`src/rtl/sp_ram_fifo_pkg.sv`:
```
// Shared definitions for the single-port-RAM FIFO controller: grant encoding and width helpers.
package sp_ram_fifo_pkg;

  typedef enum logic [1:0] {
    GNT_NONE = 2'b00,
    GNT_WR   = 2'b01,
    GNT_RD   = 2'b10
  } grant_t;

  function automatic int unsigned ptr_w(input int unsigned depth);
    return (depth > 1) ? $clog2(depth) : 1;
  endfunction

  function automatic int unsigned cnt_w(input int unsigned depth);
    return $clog2(depth + 1);
  endfunction

endpackage

```
`src/rtl/sp_ram_fifo_ctrl_if.sv`:
```
// Producer, consumer and RAM-side signals of sp_ram_fifo_ctrl.
// Almost flags exist only when SP_RAM_FIFO_ALMOST_FLAGS_EN is defined.
interface sp_ram_fifo_ctrl_if #(
  parameter int unsigned WIDTH = 16,
  parameter int unsigned DEPTH = 256
);
  import sp_ram_fifo_pkg::*;

  localparam int unsigned PW = ptr_w(DEPTH);
  localparam int unsigned CW = cnt_w(DEPTH);

  logic             i_Wr_DV;
  logic [WIDTH-1:0] i_Wr_Data;
  logic             o_Wr_Ready;
  logic             i_Rd_En;
  logic             o_Rd_Ready;
  logic             o_Rd_DV;
  logic [WIDTH-1:0] o_Rd_Data;
  logic             o_Full;
  logic             o_Empty;
  logic [CW-1:0]    o_Count;
  logic [PW-1:0]    o_Ram_Addr;
  logic             o_Ram_Wr_DV;
  logic [WIDTH-1:0] o_Ram_Wr_Data;
  logic             o_Ram_Rd_En;
  logic             i_Ram_Rd_DV;
  logic [WIDTH-1:0] i_Ram_Rd_Data;
`ifdef SP_RAM_FIFO_ALMOST_FLAGS_EN
  logic             o_Almost_Full;
  logic             o_Almost_Empty;
`endif

  modport master (
    input  i_Wr_DV, i_Wr_Data, i_Rd_En, i_Ram_Rd_DV, i_Ram_Rd_Data,
    output o_Wr_Ready, o_Rd_Ready, o_Rd_DV, o_Rd_Data, o_Full, o_Empty, o_Count,
    output o_Ram_Addr, o_Ram_Wr_DV, o_Ram_Wr_Data, o_Ram_Rd_En
`ifdef SP_RAM_FIFO_ALMOST_FLAGS_EN
    , output o_Almost_Full, o_Almost_Empty
`endif
  );

  modport slave (
    output i_Wr_DV, i_Wr_Data, i_Rd_En, i_Ram_Rd_DV, i_Ram_Rd_Data,
    input  o_Wr_Ready, o_Rd_Ready, o_Rd_DV, o_Rd_Data, o_Full, o_Empty, o_Count,
    input  o_Ram_Addr, o_Ram_Wr_DV, o_Ram_Wr_Data, o_Ram_Rd_En
`ifdef SP_RAM_FIFO_ALMOST_FLAGS_EN
    , input o_Almost_Full, o_Almost_Empty
`endif
  );

endinterface

```
`src/rtl/sp_ram_fifo_arb.sv`:
```
// Two-requester round-robin arbiter for the shared RAM port; remembers the last contended winner.
module sp_ram_fifo_arb
  import sp_ram_fifo_pkg::*;
(
  input  logic   clk,
  input  logic   rst_l,
  input  logic   wr_elig,
  input  logic   rd_elig,
  output grant_t grant
);

  typedef enum logic {LAST_WR, LAST_RD} last_t;

  last_t last_q, last_d;

  always_ff @(posedge clk) begin
    if (!rst_l) last_q <= LAST_WR;
    else        last_q <= last_d;
  end

  always_comb begin
    last_d = last_q;
    grant  = GNT_NONE;
    if (!rst_l) begin
      grant = GNT_NONE;
    end else if (wr_elig && rd_elig) begin
      if (last_q == LAST_WR) begin
        grant  = GNT_RD;
        last_d = LAST_RD;
      end else begin
        grant  = GNT_WR;
        last_d = LAST_WR;
      end
    end else if (wr_elig) begin
      grant = GNT_WR;
    end else if (rd_elig) begin
      grant = GNT_RD;
    end
  end

endmodule

```
`src/rtl/sp_ram_fifo_ctrl.sv`:
```
// Synchronous FIFO built on a single-port RAM: one access per cycle, push/pop arbitrated round-robin.
// Optional almost-full/almost-empty flags under SP_RAM_FIFO_ALMOST_FLAGS_EN.
module sp_ram_fifo_ctrl
  import sp_ram_fifo_pkg::*;
#(
  parameter int unsigned WIDTH = 16,
  parameter int unsigned DEPTH = 256
`ifdef SP_RAM_FIFO_ALMOST_FLAGS_EN
  ,
  parameter int unsigned ALMOST_FULL_LEVEL  = DEPTH - 2,
  parameter int unsigned ALMOST_EMPTY_LEVEL = 2
`endif
) (
  input logic               i_Clk,
  input logic               i_Rst_L,
  sp_ram_fifo_ctrl_if.master bus
);

  localparam int unsigned PW = ptr_w(DEPTH);
  localparam int unsigned CW = cnt_w(DEPTH);

  logic [PW-1:0]    wr_ptr, rd_ptr;
  logic [CW-1:0]    count, count_nxt;
  logic             rd_pend, full, empty, wr_gnt, rd_gnt;
  logic [WIDTH-1:0] push_word;
  grant_t           grant;

  function automatic logic [PW-1:0] ptr_inc(input logic [PW-1:0] p);
    return (p == PW'(DEPTH - 1)) ? '0 : p + PW'(1);
  endfunction

  assign full  = (count == CW'(DEPTH));
  assign empty = (count == '0);

  sp_ram_fifo_arb u_arb (
    .clk     (i_Clk),
    .rst_l   (i_Rst_L),
    .wr_elig (bus.i_Wr_DV && !full),
    .rd_elig (bus.i_Rd_En && !empty),
    .grant   (grant)
  );

  assign wr_gnt = (grant == GNT_WR);
  assign rd_gnt = (grant == GNT_RD);

  always_comb begin
    count_nxt = count;
    if (wr_gnt)      count_nxt = count + CW'(1);
    else if (rd_gnt) count_nxt = count - CW'(1);
  end

  always_ff @(posedge i_Clk) begin
    if (!i_Rst_L) begin
      wr_ptr  <= '0;
      rd_ptr  <= '0;
      count   <= '0;
      rd_pend <= 1'b0;
    end else begin
      if (wr_gnt) wr_ptr <= ptr_inc(wr_ptr);
      if (rd_gnt) rd_ptr <= ptr_inc(rd_ptr);
      count   <= count_nxt;
      rd_pend <= rd_gnt;
    end
  end

  assign push_word          = bus.i_Wr_Data;
  assign bus.o_Wr_Ready     = wr_gnt;
  assign bus.o_Rd_Ready     = rd_gnt;
  assign bus.o_Full         = full;
  assign bus.o_Empty        = empty;
  assign bus.o_Count        = count;
  assign bus.o_Ram_Addr     = wr_gnt ? wr_ptr : rd_ptr;
  assign bus.o_Ram_Wr_DV    = wr_gnt;
  assign bus.o_Ram_Wr_Data  = push_word;
  assign bus.o_Ram_Rd_En    = rd_gnt;
  assign bus.o_Rd_Data      = bus.i_Ram_Rd_Data;
  // RAM read-valid is never reset; a pop answered while reset is asserted is dropped.
  assign bus.o_Rd_DV        = rd_pend && bus.i_Ram_Rd_DV && i_Rst_L;

`ifdef SP_RAM_FIFO_ALMOST_FLAGS_EN
  logic almost_full, almost_empty;

  always_ff @(posedge i_Clk) begin
    if (!i_Rst_L) begin
      almost_full  <= 1'b0;
      almost_empty <= 1'b1;
    end else begin
      almost_full  <= (count_nxt >= CW'(ALMOST_FULL_LEVEL));
      almost_empty <= (count_nxt <= CW'(ALMOST_EMPTY_LEVEL));
    end
  end

  assign bus.o_Almost_Full  = almost_full;
  assign bus.o_Almost_Empty = almost_empty;
`endif

endmodule

```
`src/flat_wrapper.sv`:
```
// flat-port wrapper written by rule: the top's interface ports become plain ports
module sp_ram_fifo_ctrl_flat import sp_ram_fifo_pkg::*;
#(
  parameter int unsigned WIDTH = 16,
  parameter int unsigned DEPTH = 256

)
  (i_Clk, i_Rst_L, bus_i_Wr_DV, bus_i_Wr_Data, bus_i_Rd_En, bus_i_Ram_Rd_DV, bus_i_Ram_Rd_Data, bus_o_Wr_Ready, bus_o_Rd_Ready, bus_o_Rd_DV, bus_o_Rd_Data, bus_o_Full, bus_o_Empty, bus_o_Count, bus_o_Ram_Addr, bus_o_Ram_Wr_DV, bus_o_Ram_Wr_Data, bus_o_Ram_Rd_En);
  sp_ram_fifo_ctrl_if #(.WIDTH(WIDTH), .DEPTH(DEPTH)) bus_i ();
  input logic i_Clk;
  input logic i_Rst_L;
  input wire logic [$bits(bus_i.i_Wr_DV)-1:0] bus_i_Wr_DV;
  input wire logic [$bits(bus_i.i_Wr_Data)-1:0] bus_i_Wr_Data;
  input wire logic [$bits(bus_i.i_Rd_En)-1:0] bus_i_Rd_En;
  input wire logic [$bits(bus_i.i_Ram_Rd_DV)-1:0] bus_i_Ram_Rd_DV;
  input wire logic [$bits(bus_i.i_Ram_Rd_Data)-1:0] bus_i_Ram_Rd_Data;
  output wire logic [$bits(bus_i.o_Wr_Ready)-1:0] bus_o_Wr_Ready;
  output wire logic [$bits(bus_i.o_Rd_Ready)-1:0] bus_o_Rd_Ready;
  output wire logic [$bits(bus_i.o_Rd_DV)-1:0] bus_o_Rd_DV;
  output wire logic [$bits(bus_i.o_Rd_Data)-1:0] bus_o_Rd_Data;
  output wire logic [$bits(bus_i.o_Full)-1:0] bus_o_Full;
  output wire logic [$bits(bus_i.o_Empty)-1:0] bus_o_Empty;
  output wire logic [$bits(bus_i.o_Count)-1:0] bus_o_Count;
  output wire logic [$bits(bus_i.o_Ram_Addr)-1:0] bus_o_Ram_Addr;
  output wire logic [$bits(bus_i.o_Ram_Wr_DV)-1:0] bus_o_Ram_Wr_DV;
  output wire logic [$bits(bus_i.o_Ram_Wr_Data)-1:0] bus_o_Ram_Wr_Data;
  output wire logic [$bits(bus_i.o_Ram_Rd_En)-1:0] bus_o_Ram_Rd_En;
  assign bus_i.i_Wr_DV = bus_i_Wr_DV;
  assign bus_i.i_Wr_Data = bus_i_Wr_Data;
  assign bus_i.i_Rd_En = bus_i_Rd_En;
  assign bus_i.i_Ram_Rd_DV = bus_i_Ram_Rd_DV;
  assign bus_i.i_Ram_Rd_Data = bus_i_Ram_Rd_Data;
  assign bus_o_Wr_Ready = bus_i.o_Wr_Ready;
  assign bus_o_Rd_Ready = bus_i.o_Rd_Ready;
  assign bus_o_Rd_DV = bus_i.o_Rd_DV;
  assign bus_o_Rd_Data = bus_i.o_Rd_Data;
  assign bus_o_Full = bus_i.o_Full;
  assign bus_o_Empty = bus_i.o_Empty;
  assign bus_o_Count = bus_i.o_Count;
  assign bus_o_Ram_Addr = bus_i.o_Ram_Addr;
  assign bus_o_Ram_Wr_DV = bus_i.o_Ram_Wr_DV;
  assign bus_o_Ram_Wr_Data = bus_i.o_Ram_Wr_Data;
  assign bus_o_Ram_Rd_En = bus_i.o_Ram_Rd_En;
  sp_ram_fifo_ctrl #(.WIDTH(WIDTH), .DEPTH(DEPTH)) u_core (.i_Clk(i_Clk), .i_Rst_L(i_Rst_L), .bus(bus_i));
endmodule
```
`config.mk`:
```
export PLATFORM = sky130hd
export DESIGN_NAME = sp_ram_fifo_ctrl_flat
export DESIGN_NICKNAME = d
export VERILOG_FILES = /design/src/rtl/sp_ram_fifo_pkg.sv /design/src/rtl/sp_ram_fifo_ctrl_if.sv /design/src/rtl/sp_ram_fifo_arb.sv /design/src/rtl/sp_ram_fifo_ctrl.sv /design/src/flat_wrapper.sv
export SDC_FILE = /design/constraint.sdc
export NUM_CORES = 1
export LEC_CHECK = 0
export BUFFER_PORTS_ARGS = -buffer_cell sky130_fd_sc_hd__buf_2
export CAP_MARGIN = 20
export CORE_UTILIZATION = 46
export DETAILED_ROUTE_END_ITERATION = 10
export PLACE_DENSITY = 0.79
export SKIP_LAST_GASP = 1
export SLEW_MARGIN = 20
export SYNTH_ARGS = -nofsm -noshare
export SYNTH_HDL_FRONTEND = slang
export SYNTH_SLANG_ARGS = --single-unit
```
`constraint.sdc`:
```
create_clock -name i_Clk -period 4.2 [get_ports i_Clk]
set_input_delay 1.26 -clock i_Clk [delete_from_list [all_inputs] [get_ports i_Clk]]
set_output_delay 1.26 -clock i_Clk [all_outputs]
set_load 0.005 [all_outputs]
```
==> metrics.log, run 1 <==
INFO  metric most-common-layout-cells = buf_2 (28), dfxtp_1 (27), nand2_1 (18), xnor2_1 (12), and2_1 (12)
INFO  metric synth_seq_area_share = 0.292
INFO  metric num_rows = 22
INFO  metric first_global_vias = roughly 1300
INFO  metric p_leak = 0.821 nW
INFO  metric tightest_hold_check_type = reg -> reg
INFO  metric final_common_cell = buf_2
INFO  metric first_pass_grt_wire_length = ~5600 um
INFO  metric floorplan.io_pins = 93
INFO  metric placedInstanceArea = 1790 um2
INFO  metric cts-htree-levels = 1
INFO  metric pre_cts_slack = 297 ps
INFO  metric core_util_final = 0.488
INFO  metric port_buffers = 28
INFO  metric clock_sinks = 27
INFO  metric relative_max_transition_margin = 0.680
INFO  metric drt_first_iter_violations = 45
INFO  metric tritoncts = yes
INFO  metric share_of_final_layout_standard_cells_stronger_than_drive_strength_1 = 0.201
INFO  metric cts_repair_resize_count = 0
INFO  metric mappedNetlistNets = 266
INFO  metric place_congestion = 0.755
INFO  metric antenna_violations_before_repair = 0
INFO  metric post_synth_instance_area = 1850 um2
INFO  metric cts_setup_buffers = 0
INFO  metric avgSynthCellArea = 8.54 um2
INFO  metric synth.mux.area_fraction = 0.0756
INFO  metric hold_viol_final = 0
INFO  metric rsz_0062_raised_after_global_routing = false
INFO  metric synth-simple-area-share = 0.205
INFO  metric cts-buffers-inserted = 3
INFO  metric wire_per_inst = 12.6 um
INFO  metric cts.hold.buffers_added = 0
INFO  metric start_kind = primary input
INFO  metric n_fill_cell = 361
INFO  metric final.setup.worst_slack = 298 ps
INFO  metric max-vdd-ir-drop = 292 uV
INFO  metric global_route.overflow_total = 0
INFO  metric timing.fmax = 256 MHz
INFO  metric yosysUniqueCellTypes = 35
INFO  metric worst-path-max-fanout = 15
INFO  metric fp.coreArea = 3770 um2
INFO  metric die_area = 4290 um2
INFO  metric final_area = 1840 um2
INFO  metric crit_family = buffers and inverters
INFO  metric drt-vias-per-instance = ~5.2
INFO  metric start_util = 0.491
INFO  metric die-width = 65.5 um
INFO  metric report.power.total = 1.22 mW
INFO  metric outcome = finished clean
INFO  metric die_y = 65.5 um
INFO  metric critical-path-max-stage-delay = around 330 ps
INFO  metric fin_crit_sh = 0.929
INFO  metric timing.critical_path.buf_inv = 3
INFO  metric area_delta_synth_final = -0.675%
INFO  metric timing_worst_slew_pin_value = 481 ps
INFO  metric synth_adder_area_share = 0.0851
INFO  metric synth_top_family_by_area = simple AND/OR/NAND/NOR gates
INFO  metric worst-r2r-setup-slack = 880 ps
INFO  metric largest_net_degree_at_the_start_of_global_routing = 30
INFO  metric drcViolationCount = 0
INFO  metric crit_top_cell = buf_2
INFO  metric yosys_warnings = 0
INFO  metric final.setup_skew = 1.93 ps
INFO  metric critPathArrivalTime = 2640 ps
INFO  metric crit_path_end_kind = primary output
INFO  metric compound_gate_portion_of_the_synthesized_area = 0.0932
INFO  metric ctsRootBufferMaster = clkbuf_8
INFO  metric insertedDiodeCount = 0
INFO  metric syn-instance-count = approximately 220
INFO  metric detailedPlacementHpwl = 2400 um
INFO  metric ant_nets = 0
INFO  metric drt_pre_antenna_iters = 4
INFO  metric clkTransAtPathRegs = approximately 100 ps
INFO  metric cap_violations = 0
INFO  metric grt.total_usage = 0.166
INFO  metric routed_wirelength = between 3000 and 4000 um
INFO  metric critPathSlowestCell = mux2_2
INFO  metric cell_by_cell_trace_of_the_critical_path = buf_2, a31oi_1, and3_1, ha_1, buf_12, mux2_2, buf_2
INFO  metric timing.setup.critical_path_class = in -> out
INFO  metric required = 2940 ps
INFO  metric synth_xor_xnor_area_share = 0.0851
INFO  metric clkLatencyLatePin = 280 ps
INFO  metric ys_ff_latch = 27
INFO  metric period_needed = 3900 ps
INFO  metric timing.final.setup_violations = 0
INFO  metric pwr_density_cell = 665 nW/um2
INFO  metric max-clock-path-buffers = 2
INFO  metric finish.net_count = 259
INFO  metric drv_slew = 0
INFO  metric fin_tns_setup = 0 ps
INFO  metric routed_via_count = between 1000 and 1500
==> sequential cells by signal (all words and copies together) (netlist names) <==
| register | flops |
|---|---|
| u_core.bus.o_Count | 9 |
| u_core.wr_ptr | 8 |
| u_core.rd_ptr | 8 |
| u_core.u_arb.last_q | 1 |
| u_core.rd_pend | 1 |
==> kinds of logic after synthesis <==
| logic type | Yosys count |
|---|---|
| AOI/OAI and AO/OA | 27 |
| xor gates and xnor gates | 18 |
| adders and majority gates | 12 |
| buffers and inverters | 46 |
| DFF | 27 |
| muxes | 13 |
| and+or+nand+nor | 74 |
==> area by class of cell <==
type | instances | area, um2 | share of cell area
clock inverters | 1 | 7.51 | 0.00408
well taps | 48 | 60.1 | 0.0326
inverters | 4 | 15.0 | 0.00816
flip-flops and latches | 27 | 541 | 0.294
multi-input cells | 144 | 1010 | 0.548
repair buffers | 30 | 168 | 0.0911
clock buffers | 3 | 41.3 | 0.0224
==> path summary, 6_finish.rpt <==
check	end	startpoint	cells after the start
max	bus_o_Ram_Addr[6]	bus_i_Rd_En	7
min	u_core.bus.o_Count[8]$_SDFFE_PN0P_	u_core.bus.o_Count[8]$_SDFFE_PN0P_	2
max reg2reg	u_core.bus.o_Count[8]$_SDFFE_PN0P_	u_core.bus.o_Count[0]$_SDFFE_PN0P_	13
min reg2reg	u_core.bus.o_Count[8]$_SDFFE_PN0P_	u_core.bus.o_Count[8]$_SDFFE_PN0P_	2
==> per-layer routing <==
layer,vias up,global-route usage,part of all wire
met1,608,0.220,0.50
met4,0,0.0761,0.015
met3,8,0.0156,0.039
met2,25,0.271,0.45
li1,690,-,-
met5,-,0,0
==> worst reg2reg max path, stage by stage (launching register included) <==
cell and delay (ps):
dfxtp_1 380, nor4_1 370, nand2_1 200, nor2_1 170, a31oi_1 70, and3_1 190
ha_1 260, inv_1 290, ha_1 360, a21o_1 220, a31o_1 230, o21a_1 170
o21bai_1 160, mux2i_1 190
==> power breakdown <==
group	total, mW	internal [mW]	leakage, nW	switching, mW
logic	0.701	0.337	0.579	0.364
registers	0.369	0.309	0.220	0.0600
clock network	0.154	0.0675	0.0217	0.0870
total	1.22	0.713	0.821	0.511
==> per-stage QoR <==
step | cells | hold WS [ps]
after floorplan | 217 | 480
after global placement | 253 | 484
after detailed placement | 253 | 499
after CTS | 257 | 513
after global routing | 257 | 525
final | 257 | 514
==> Yosys cell counts (all sizes together) <==
cell,count,area [um2]
buf,37,270
dfxtp,27,541
nand2,18,67.6
and2,12,75.1
xnor2,12,105
ha,11,138
nor2,11,41.3
nand3,10,50.1
mux2,8,90.1
o21ai,7,35.0
a21oi,6,30.0
nand4,6,37.5
xor2,6,52.6
clkbuf,5,18.8
mux2i,5,50.1
nor2b,5,31.3
a21o,4,30.0
and3,4,25.0
inv,4,15.0
o21a,3,22.5
a31oi,2,12.5
nor3,2,10.0
nor4,2,12.5
a311o,1,10.0
a31o,1,8.76
and4,1,8.76
fa,1,20.0
nand2b,1,6.26
nand4b,1,8.76
o2111ai,1,8.76
o211ai,1,7.51
o21bai,1,7.51
or3,1,6.26
(Power assumes the default switching activity.)
==> inputs of run 2 (changes only) <==
--- a/config.mk
+++ b/config.mk
@@ -10,6 +10,7 @@
 export CORE_UTILIZATION = 46
 export DETAILED_ROUTE_END_ITERATION = 10
 export PLACE_DENSITY = 0.79
+export RECOVER_POWER = 25
 export SKIP_LAST_GASP = 1
 export SLEW_MARGIN = 20
 export SYNTH_ARGS = -nofsm -noshare
==> run 2 against run 1 <==
Sequential cell count unchanged. Routed wire length increased by 0.46%. Power decreased by 0.22%. Sequential power about the same.
==> metrics.log, run 2 (synthesis results as in run 1) <==
INFO  metric area_delta_synth_final = -0.945%
INFO  metric insertedDiodeCount = 0 (unchanged)
INFO  metric clkLatencyLatePin = 280 ps (about the same)
INFO  metric drt_pre_antenna_iters = 4 (unchanged)
INFO  metric antenna_violations_before_repair = 0 (unchanged)
INFO  metric cts_repair_resize_count = 0 (unchanged)
INFO  metric clock_sinks = 27 (unchanged)
INFO  metric crit_path_end_kind = primary output
INFO  metric routed_wirelength = 3250 um (+0.46%)
INFO  metric fin_tns_setup = 0 ps (unchanged)
INFO  metric global_route.overflow_total = 0 (unchanged)
INFO  metric drt_first_iter_violations = 42 (-6.7%)
INFO  metric floorplan.io_pins = 93 (unchanged)
INFO  metric detailedPlacementHpwl = 2400 um (unchanged)
INFO  metric start_kind = primary input
INFO  metric drcViolationCount = 0 (unchanged)
INFO  metric outcome = finished clean
INFO  metric cts.hold.buffers_added = 0 (unchanged)
INFO  metric required = 2940 ps (about the same)
INFO  metric grt.total_usage = 0.166 (unchanged)
INFO  metric critPathSlowestCell = mux2_2
INFO  metric die-width = 65.5 um (unchanged)
INFO  metric rsz_0062_raised_after_global_routing = false
INFO  metric fin_crit_sh = 0.930 (about the same)
INFO  metric cell_by_cell_trace_of_the_critical_path = buf_2, a31oi_1, and3_1, ha_1, buf_12, mux2_2, buf_2
INFO  metric cts-htree-levels = 1 (unchanged)
INFO  metric die_y = 65.5 um (unchanged)
INFO  metric final_common_cell = dfxtp_1
INFO  metric tightest_hold_check_type = reg -> reg
INFO  metric n_fill_cell = 362 (+0.28%)
INFO  metric crit_top_cell = buf_2
INFO  metric routed_via_count = 1335 (+0.30%)
INFO  metric die_area = 4290 um2 (unchanged)
INFO  metric first_pass_grt_wire_length = 5640 um (unchanged)
INFO  metric timing.final.setup_violations = 0 (unchanged)
INFO  metric period_needed = 3900 ps (+1.85 ps)
INFO  metric critPathArrivalTime = 2640 ps (about the same)
INFO  metric max-clock-path-buffers = 2 (unchanged)
INFO  metric fp.coreArea = 3770 um2 (unchanged)
INFO  metric timing_worst_slew_pin_value = 480 ps (-0.954 ps)
INFO  metric pwr_density_cell = 666 nW/um2 (about the same)
INFO  metric start_util = 0.491 (unchanged)
INFO  metric tritoncts = yes
INFO  metric cap_violations = 0 (unchanged)
INFO  metric min_from = u_core.bus.o_Count[8]$_SDFFE_PN0P_
INFO  metric largest_net_degree_at_the_start_of_global_routing = 30 (unchanged)
INFO  metric multiInputGateArea = 1010 um2 (unchanged)
INFO  metric first_global_vias = 1288 (unchanged)
INFO  metric share_of_final_layout_standard_cells_stronger_than_drive_strength_1 = 0.182 (-0.0191)
INFO  metric critical-path-max-stage-delay = 330 ps (about the same)
INFO  metric p_leak = 0.805 nW (-1.9%)
INFO  metric cts-buffers-inserted = 3 (unchanged)
INFO  metric final.setup_skew = 2.27 ps (+0.333 ps)
INFO  metric clkTransAtPathRegs = 100 ps (about the same)
INFO  metric relative_max_transition_margin = 0.680 (about the same)
INFO  metric ctsRootBufferMaster = clkbuf_8
INFO  metric most-common-layout-cells = dfxtp_1 (27), buf_2 (24), nand2_1 (18), xnor2_1 (12)
INFO  metric pre_cts_slack = 297 ps (unchanged)
INFO  metric largest_register_ffs = 9 (unchanged)
INFO  metric wire_per_inst = 12.6 um (+0.46%)
INFO  metric drt-vias-per-instance = 5.19 (+0.30%)
INFO  metric finish.net_count = 259 (unchanged)
INFO  metric ant_nets = 0 (unchanged)
INFO  metric reg2reg_from = u_core.bus.o_Count[0]$_SDFFE_PN0P_
INFO  metric drv_slew = 0 (unchanged)
INFO  metric hold_viol_final = 0 (unchanged)
INFO  metric num_rows = 22 (unchanged)
INFO  metric worst-path-max-fanout = 15 (unchanged)
INFO  metric cts_setup_buffers = 0 (unchanged)
INFO  metric place_congestion = 0.755 (unchanged)
INFO  metric final-seq-area = 541 um2 (unchanged)
INFO  metric crit_start = bus_i_Rd_En
INFO  metric timing.setup.critical_path_class = in -> out
INFO  metric port_buffers = 28 (unchanged)
INFO  metric timing.fmax = 256 MHz (about the same)
INFO  metric final.setup.worst_slack = 296 ps (-1.85 ps)
INFO  metric max-vdd-ir-drop = 292 uV (about the same)
## run 2: cell count changes in the layout (fill, tap and decap cells not counted)
cell,previous run,this run
buf_2,28,24
clkbuf_1,0,4
and2_0,0,1
and2_1,12,11
## run 2: worst paths after layout
check	cells after the start	slack, ps	to
max	7	300	bus_o_Ram_Addr[6]
min	2	520	u_core.bus.o_Count[8]$_SDFFE_PN0P_
max reg2reg	13	890	u_core.bus.o_Count[8]$_SDFFE_PN0P_
min reg2reg	2	520	u_core.bus.o_Count[8]$_SDFFE_PN0P_
## run 2: metrics by stage
step                      utilization  std cells  power [mW]  cell area [um2]  hold WS [ps]
after floorplan                     -        217       0.930             1850           480
after global placement          0.475        253        1.06             1790           484
after detailed placement        0.475        253        1.07             1790           499
after CTS                       0.488        257        1.23             1840           513
after global routing            0.487        257        1.34             1840           525
final                           0.487        257        1.22             1840           521
## run 2: report_power, final
group | switching, mW | internal (mW) | leakage (nW)
Combinational | 0.364 | 0.334 | 0.564
Clock | 0.0869 | 0.0675 | 0.0217
Sequential | 0.0606 | 0.309 | 0.220
## run 2: critical path: cells and delay by family
| kind | cells | cell delay, ps |
|---|---|---|
| buffers and inverters | 3 | 400 |
| muxes | 1 | 330 |
| adders and majority gates | 1 | 260 |
| AOI/OAI and AO/OA | 1 | 190 |
| and+or+nand+nor | 1 | 180 |
## run 2: layout make-up
cell class,count,area share
clock buffers,3,0.0225
clock inverters,1,0.00409
inverters,4,0.00818
multi-input cells,144,0.549
flip-flops and latches,27,0.294
well taps,48,0.0327
repair buffers,30,0.0886
## run 2: metal layers
layer	GRT usage	vias to the layer above	routed length (um)
li1	-	691	-
met1	0.220	611	1610
met2	0.271	25	1460
met3	0.0156	8	129
met4	0.0761	0	50
met5	0	-	0
